--- config.mk ---
export PLATFORM = sky130hd
export DESIGN_NAME = board_move_reader
export DESIGN_NICKNAME = d
export VERILOG_FILES = /design/src/rtl/chess_move_pkg.sv /design/src/rtl/move_unpacker.sv /design/src/rtl/board_move_reader.sv
export SDC_FILE = /design/constraint.sdc
export NUM_CORES = 1
export LEC_CHECK = 0
export ABC_CLOCK_PERIOD_IN_PS = 2250
export CAP_MARGIN = 15
export CORE_AREA = 10 10 508 510
export CTS_CLUSTER_SIZE = 28
export DETAILED_ROUTE_END_ITERATION = 12
export DIE_AREA = 0 0 518 520
export HOLD_SLACK_MARGIN = 0.12
export SYNTH_ARGS = -nofsm -noshare
export SYNTH_HDL_FRONTEND = slang
export SYNTH_SLANG_ARGS = --single-unit
--- constraint.sdc ---
create_clock -name clk -period 2.25 [get_ports clk]
set_clock_uncertainty 0.15 [all_clocks]
set_input_delay 0.45 -clock clk [delete_from_list [all_inputs] [get_ports clk]]
set_output_delay 0.45 -clock clk [all_outputs]
set_load 0.005 [all_outputs]
--- src/rtl/chess_move_pkg.sv ---
// Shared move-record layout and reader state encoding for the column collection path.
package chess_move_pkg;

  localparam int unsigned NCOL   = 8;
  localparam int unsigned MOVE_W = 19;
  localparam int unsigned SLOTS  = 8;
  localparam int unsigned WORD_W = 160;

  // Flag bits of a move record
  localparam int unsigned INVALID = 18;
  localparam int unsigned PROMOTE = 17;
  localparam int unsigned PAWN    = 16;
  localparam int unsigned PAWN2   = 15;
  localparam int unsigned EP      = 14;
  localparam int unsigned CASTLE  = 13;
  localparam int unsigned CAPTURE = 12;

  // Square fields
  localparam int unsigned FROM_HI = 11;
  localparam int unsigned FROM_LO = 6;
  localparam int unsigned TO_HI   = 5;
  localparam int unsigned TO_LO   = 0;

  typedef logic [MOVE_W-1:0] move_t;

  typedef enum logic [2:0] {
    ST_IDLE,
    ST_SCAN,
    ST_READ,
    ST_LATCH,
    ST_EMIT,
    ST_DONE
  } reader_state_e;

  function automatic logic move_is_invalid(input move_t m);
    return m[INVALID];
  endfunction

endpackage

--- src/rtl/move_unpacker.sv ---
// Holds one column FIFO word and walks its eight slots, skipping invalid
// records and presenting valid ones on a valid/ready stream.
module move_unpacker
  import chess_move_pkg::*;
(
  input  logic              clk,
  input  logic              reset,
  input  logic              load,
  input  logic [WORD_W-1:0] word,
  input  logic              flush,
  input  logic              move_ready,
  output logic [MOVE_W-1:0] move_out,
  output logic              move_valid,
  output logic              word_done
);

  logic [WORD_W-1:0] word_q;
  logic [2:0]        slot_q;
  logic              active_q;
  move_t             rec;
  logic              advance;

  // Current slot record; reserved bits [159:152] are never selected
  always_comb begin
    rec = word_q[32'(slot_q) * MOVE_W +: MOVE_W];
  end

  // Output stage: valid depends only on registered state, never on ready
  always_comb begin
    move_valid = active_q && !move_is_invalid(rec);
    move_out   = move_valid ? rec : '0;
    advance    = active_q && (move_is_invalid(rec) || move_ready);
    word_done  = advance && (slot_q == 3'(SLOTS - 1));
  end

  // Word buffer and slot counter; flush drops any in-flight word
  always_ff @(posedge clk or negedge reset) begin
    if (!reset) begin
      word_q   <= '0;
      slot_q   <= '0;
      active_q <= 1'b0;
    end else if (flush) begin
      word_q   <= '0;
      slot_q   <= '0;
      active_q <= 1'b0;
    end else if (load) begin
      word_q   <= word;
      slot_q   <= '0;
      active_q <= 1'b1;
    end else if (advance) begin
      slot_q <= slot_q + 3'd1;
      if (slot_q == 3'(SLOTS - 1)) begin
        active_q <= 1'b0;
      end
    end
  end

endmodule

--- src/rtl/board_move_reader.sv ---
// Board-level reader: drains column FIFOs a..h in order once each column is
// done, unpacks move records, counts them and guards the pass with a watchdog.
module board_move_reader
  import chess_move_pkg::*;
#(
  parameter int unsigned NCOL_P  = NCOL,
  parameter logic [15:0] WDT_VAL = 16'd4096
) (
  input  logic                     clk,
  input  logic                     reset,
  input  logic                     start,
  input  logic [NCOL_P-1:0]        col_done,
  input  logic [NCOL_P-1:0]        col_empty,
  output logic [NCOL_P-1:0]        col_rden,
  input  logic [NCOL_P*WORD_W-1:0] col_q,
  output logic [MOVE_W-1:0]        move_out,
  output logic                     move_valid,
  input  logic                     move_ready,
  output logic [7:0]               move_count,
  output logic                     busy,
  output logic                     done,
  output logic                     timeout
);

  localparam int unsigned PTR_W = $clog2(NCOL_P);

  reader_state_e     state_q, state_n;
  logic [PTR_W-1:0]  col_ptr_q;
  logic [15:0]       wdt_q;
  logic              timeout_q;
  logic [NCOL_P-1:0] rden_n;
  logic              ptr_inc;
  logic              load;
  logic              flush;
  logic              start_acc;
  logic              busy_w;
  logic              expire;
  logic              word_done;
  logic [WORD_W-1:0] cur_word;

  // Selected column's FIFO output
  always_comb begin
    cur_word = col_q[32'(col_ptr_q) * WORD_W +: WORD_W];
  end

  // Next-state and control decode; watchdog expiry overrides everything
  always_comb begin
    state_n   = state_q;
    rden_n    = '0;
    ptr_inc   = 1'b0;
    load      = 1'b0;
    flush     = 1'b0;
    start_acc = 1'b0;
    busy_w    = (state_q != ST_IDLE) && (state_q != ST_DONE);
    expire    = busy_w && (wdt_q <= 16'd1);
    case (state_q)
      ST_IDLE, ST_DONE: begin
        if (start) begin
          state_n   = ST_SCAN;
          start_acc = 1'b1;
        end
      end
      ST_SCAN: begin
        if (col_done[col_ptr_q]) begin
          if (!col_empty[col_ptr_q]) begin
            state_n = ST_READ;
            rden_n  = {{(NCOL_P-1){1'b0}}, 1'b1} << col_ptr_q;
          end else if (col_ptr_q == PTR_W'(NCOL_P - 1)) begin
            state_n = ST_DONE;
          end else begin
            ptr_inc = 1'b1;
          end
        end
      end
      ST_READ:  state_n = ST_LATCH;
      ST_LATCH: begin
        load    = 1'b1;
        state_n = ST_EMIT;
      end
      ST_EMIT: begin
        if (word_done) begin
          state_n = ST_SCAN;
        end
      end
      default: state_n = ST_IDLE;
    endcase
    if (expire) begin
      state_n = ST_DONE;
      rden_n  = '0;
      ptr_inc = 1'b0;
      load    = 1'b0;
      flush   = 1'b1;
    end
  end

  // State, column pointer, watchdog, move counter and registered read enable
  always_ff @(posedge clk or negedge reset) begin
    if (!reset) begin
      state_q    <= ST_IDLE;
      col_ptr_q  <= '0;
      wdt_q      <= '0;
      timeout_q  <= 1'b0;
      move_count <= '0;
      col_rden   <= '0;
    end else begin
      state_q  <= state_n;
      col_rden <= rden_n;
      if (start_acc) begin
        col_ptr_q  <= '0;
        move_count <= '0;
        wdt_q      <= WDT_VAL;
        timeout_q  <= 1'b0;
      end else begin
        if (ptr_inc) begin
          col_ptr_q <= col_ptr_q + PTR_W'(1);
        end
        if (busy_w && (wdt_q != 16'd0)) begin
          wdt_q <= wdt_q - 16'd1;
        end
        if (expire) begin
          timeout_q <= 1'b1;
        end
        if (move_valid && move_ready && (move_count != 8'hFF)) begin
          move_count <= move_count + 8'd1;
        end
      end
    end
  end

  // Status outputs decoded from the state register
  always_comb begin
    busy    = busy_w;
    done    = (state_q == ST_DONE);
    timeout = timeout_q;
  end

  move_unpacker u_unpacker (
    .clk        (clk),
    .reset      (reset),
    .load       (load),
    .word       (cur_word),
    .flush      (flush),
    .move_ready (move_ready),
    .move_out   (move_out),
    .move_valid (move_valid),
    .word_done  (word_done)
  );

endmodule

# After elaboration in Yosys (flattened, before gate mapping)
# Cells that the tools add are included.
[word_totals]
reg_bits = 203
latch_bits = 0
ram_bits = 0
romBits = 0
inputBits = 1300
output_inout_bits = 39
memories = 0
[op_classes]
add_sub_neg = 4
n_mul = 2
n_div = 0
order_cmp = 2
eq_ne = 13
shift = 3
mux = 43
n_bitwise = 0
reduce_logical = 23
[op_table]
columns = ["cell", "n"]
rows = [
  ["1280-bit by 12-bit variable part select with 160-bit output", 1],
  ["160-bit two-way mux", 2],
  ["160-bit by 9-bit variable part select with 19-bit output", 1],
  ["8-bit two-way mux", 6],
  ["3-bit two-way mux", 11],
  ["16-bit two-way mux", 2],
  ["19-bit two-way mux", 1],
  ["1-bit two-way mux", 18],
  ["16-bit by 1-bit less-or-equal comparator with 1-bit output, second input constant", 1],
  ["16-bit nonzero test", 1],
  ["16-bit by 1-bit subtractor with 16-bit output, second input constant", 1],
  ["3-bit case mux with 5 select lines", 1],
  ["3-bit equality test, second input constant", 4],
  ["2-bit nonzero test", 5],
  ["3-bit != test, second input constant", 3],
  ["3-bit nonzero test", 3],
  ["8-bit by 1-bit adder with 8-bit output, second input constant", 1],
  ["1-bit logical AND", 8],
  ["3-bit by 5-bit multiplier with 8-bit output, second input constant", 1],
  ["8-bit != test, second input constant", 1],
  ["1-bit by 3-bit left shift with 8-bit output, first input constant", 1],
  ["3-bit by 1-bit adder with 3-bit output, second input constant", 2],
  ["1-bit binary-select mux with 3-bit select", 2],
  ["3-bit by 2-bit equality test with 1-bit output, second input constant", 2],
  ["other kinds (11)", 11],
]

# Depth between registers and ports, before layout
[logic_depth]
word_depth = 8
ltp_mapped = 9

# Modules after synthesis
# A second synthesis with hierarchy kept.
[hier_totals]
cells_unflattened = 1746
area_unflattened_um2 = 19215.9
[modules_own_cells]
columns = ["module", "instances", "cells_each", "area_per_inst_um2"]
rows = [
  ["board_move_reader", 1, 1133, 11662.4],
  ["move_unpacker", 1, 613, 7553.5],
]

# Worst setup path after synthesis
# No wires, ideal clock.
[synth_path]
path_kind = "register -> output"
startpoint = "register u_unpacker.slot_q[0]"
endpoint = "output port move_out[10]"
arrival_ns = 1.907
slack_ns = -0.257
stages_incl_launch_ff = 7
path_buffers = 3
cell_sequence = "dfrtp_1 > clkbuf_1 > buf_2 > buf_2 > mux4_2 > mux2i_1 > nor2_1"
[synth_via]
elab_chain_len = 5
[synth_lines]
columns = ["item", "line", "rtl"]
rows = [
  ["from (decl)", "move_unpacker.sv:18", "logic [2:0] slot_q;"],
  ["from (signal assigned)", "move_unpacker.sv:51", "slot_q <= slot_q + 3'd1;"],
  ["3-bit by 5-bit multiplier with 8-bit output *", "move_unpacker.sv:25", "rec = word_q[32'(slot_q) * MOVE_W +: MOVE_W];"],
  ["160-bit by 9-bit variable part select with 19-bit output *", "move_unpacker.sv:25", ""],
  ["1-bit zero test", "move_unpacker.sv:30", "move_valid = active_q && !move_is_invalid(rec);"],
  ["1-bit logical AND", "move_unpacker.sv:30", ""],
  ["19-bit two-way mux *", "move_unpacker.sv:31", "move_out = move_valid ? rec : '0;"],
  ["to (decl)", "board_move_reader.sv:16", "output logic [MOVE_W-1:0] move_out,"],
]
# Every way passes the cells marked *; elsewhere a longest branch is shown, timed or not.

# Worst setup path in the final report
[layout_path]
startpoint = "register u_unpacker.slot_q[0]"
endpoint = "output port move_out[4]"
# The elaborated chain is that of the path after synthesis.

==> results.sh <==
export IMPL_clkTransAtPathRegs_ns=0.10
export IMPL_synth_edf_count=0
export IMPL_port_buffer_count=1273
export IMPL_worst_slew_pin_slew_ns=0.806
export IMPL_first_pass_iters=5
export IMPL_drt_initial_drc_count=1834
export IMPL_fillCellCount=27300
export IMPL_setup_ws_ns=-0.908
export IMPL_vias=22900
export IMPL_ys_seq_area_frac=0.271
export IMPL_violations="negative setup slack"
export IMPL_cts_tree="done"
export IMPL_final_cell_mix="1244 x clkdlybuf4s50_1, 344 x mux4_2, 188 x dfrtp_1"
export IMPL_relSlewSlack=0.462
export IMPL_vias_per_cell=3.65
export IMPL_fin_crit_sh=1.40
export IMPL_final_net_count=4146
export IMPL_async_flop_share=1.00
export IMPL_area_growth_pct=133
export IMPL_fp_dieW_microns=518
export IMPL_ant_nets=0
export IMPL_status="finished, violations left"
export IMPL_period_needed_ns=3.16
export IMPL_root_buffer="clkbuf_16"
export IMPL_yosysWarnings=0
export IMPL_cts_made_buffers=17
export IMPL_seq_area_sq_um=4900
export IMPL_grt_pass1_vias=23200
export IMPL_fin_util=0.169
export IMPL_dpl_cell_area_sq_um=36700
export IMPL_rows=183
export IMPL_antenna_found_initial=456
export IMPL_critPathKind="register to output port"
export IMPL_cts_sinks=195
export IMPL_wire_per_inst_microns=43.9
export IMPL_avgSynthCellArea_sq_um=13.1
export IMPL_place_ws_ns=-0.784
export IMPL_fmax_mhz=317
export IMPL_syn_nets=2681
export IMPL_drc=0
export IMPL_stdcell_count=6275
export IMPL_drive_gt1_frac=0.367
export IMPL_critPathMaxFanout=7
export IMPL_stdcell_area_sq_um=41800
export IMPL_ios=1339
export IMPL_die_area_sq_um=269000
export IMPL_maxCapViolCount=0
export IMPL_post_synth_num_cell_types=47
export IMPL_gp_congestion=0.926
export IMPL_p_per_area_nw_per_um2=1030
export IMPL_dp_hpwl_microns=246000
export IMPL_hold_path_class="input pin to async pin"
export IMPL_leakagePower_nw=14.3
export IMPL_setup_worst_path_start="u_unpacker.slot_q[0]"
export IMPL_vdd_drop_max_uv=838
export IMPL_grt_max_degree=74
export IMPL_track_usage=0.196
export IMPL_ys_seq_elements=195
export IMPL_timing_setup_tns_ns=-51.61
export IMPL_die_height_microns=520
export IMPL_multi_input_area_sq_um=14300
export IMPL_netlist_area_sq_um=18000
export IMPL_start_kind="register"
export IMPL_core_area_sq_um=248000
export IMPL_final_hold_viol_count=0
export IMPL_drt_wl_total_microns=275000
export IMPL_endpoint_kind="output port"
export IMPL_placed_cells=6030
export IMPL_hold_ws_ns=0.189
export IMPL_clock_latency_ns=0.57
export IMPL_rsz0062_at_grt="yes"
export IMPL_initial_utilization=0.0726
export IMPL_maxSlewViolCount=0
export IMPL_setup_viol=190
export IMPL_synth_flop_cell="dfrtp_1"
export IMPL_crit_required_ns=1.65
export IMPL_timing_rr_start="col_ptr_q[0]"
export IMPL_clk_path_buf_depth=2
export IMPL_worstPathArrival_ns=2.56
export IMPL_layout_commonest_cell="clkdlybuf4s50_1"
export IMPL_grt_overflow=0
export IMPL_finalPower_mw=43.0
export IMPL_grt_pass1_wl_microns=330000
export IMPL_htreeDepth=4
export IMPL_synthCells=1369
## power breakdown
group          leakage, nW  switching [mW]  internal, mW  total [mW]
sequential            2.18            1.79          4.99        6.79
clock                0.298            1.96          1.51        3.46
combinational         11.9            16.0          16.7        32.8
## worst max-delay path, stage by stage, from the launching register on
cell	delay (ns)
dfrtp_4	0.45
buf_12	0.17
mux2i_4	0.41
nand2_2	0.13
a41o_4	0.36
buf_12	0.16
nor2_2	0.16
buf_12	0.14
## cell usage after synthesis, drive strengths merged (2+ instances only)
master   number  share of area
mux4        344           0.43
nor2        205          0.043
dfrtp       195           0.27
mux2i       179           0.10
a211oi      152          0.063
clkbuf       87          0.018
buf          69          0.018
xnor2        17         0.0083
ha           12         0.0084
nor3         12         0.0042
inv          10         0.0021
nand2         9         0.0019
nand3         9         0.0025
and3          8         0.0028
o21ai         7         0.0019
nor4          6         0.0021
nor2b         5         0.0017
and2          4         0.0014
or3           4         0.0014
xor2          4         0.0019
a21oi         3        0.00084
mux2          3         0.0019
nand3b        3         0.0013
nand4         3         0.0010
or4           3         0.0017
a2111oi       2         0.0013
a41o          2         0.0011
nand2b        2        0.00070
## sequential cells by signal, indices dropped and copies added (netlist names)
signal	cells
u_unpacker.word_q	152
wdt_q	16
col_rden	8
move_count	8
col_ptr_q	3
state_q	3
u_unpacker.slot_q	3
timeout	1
u_unpacker.active_q	1
## area by class of cell
type | instances | share of cell area
clock inverter | 15 | 0.00440
inverter | 10 | 0.00120
tap | 3330 | 0.0997
clock buffer | 17 | 0.0102
sequential | 195 | 0.117
timing repair buffer | 1602 | 0.418
multi-input combinational | 1008 | 0.343
antenna | 98 | 0.00587
## final timing paths
kind / depth (start not counted) / slack [ns] / end
worst max-delay path: 7 / -0.91 / move_out[4]
worst min-delay path: 2 / 0.19 / wdt_q[11]
worst max register to register: 8 / -0.32 / state_q[2]
worst min register to register: 2 / 0.37 / timeout
max in group asynchronous: 3 / 0.94 / u_unpacker.word_q[107]
min in group clk: 2 / 0.37 / timeout
## routing by layer
layer | part of all wire | global-route usage | wire (microns) | vias up
li1 | - | - | - | 8720
met1 | 0.40 | 0.229 | 109000 | 11200
met2 | 0.42 | 0.301 | 116000 | 1896
met3 | 0.14 | 0.130 | 39600 | 730
met4 | 0.030 | 0.0366 | 8330 | 308
met5 | 0.0070 | 0 | 1940 | -
## logic make-up after synthesis
family,synth area share
multiplexers,0.533
buffers and inverters,0.0385
XOR/XNOR,0.0102
other,0.000209
adder cells (fa/ha/maj),0.00835
AND/OR/NAND/NOR,0.0685
flip-flops,0.271
AO/OA/AOI/OAI,0.0702
## what timing repair did
item | in CTS | in global routing
setup buffers | 108 | 32
endpoints found under the hold margin | 195 | 0
gates resized for setup | 452 | 164
endpoints found under the setup margin | 209 | 214
cloned | 30 | 1
pin swaps | 57 | 47
hold buffers | 1 | 0
Power figures use the tool's default switching activity.
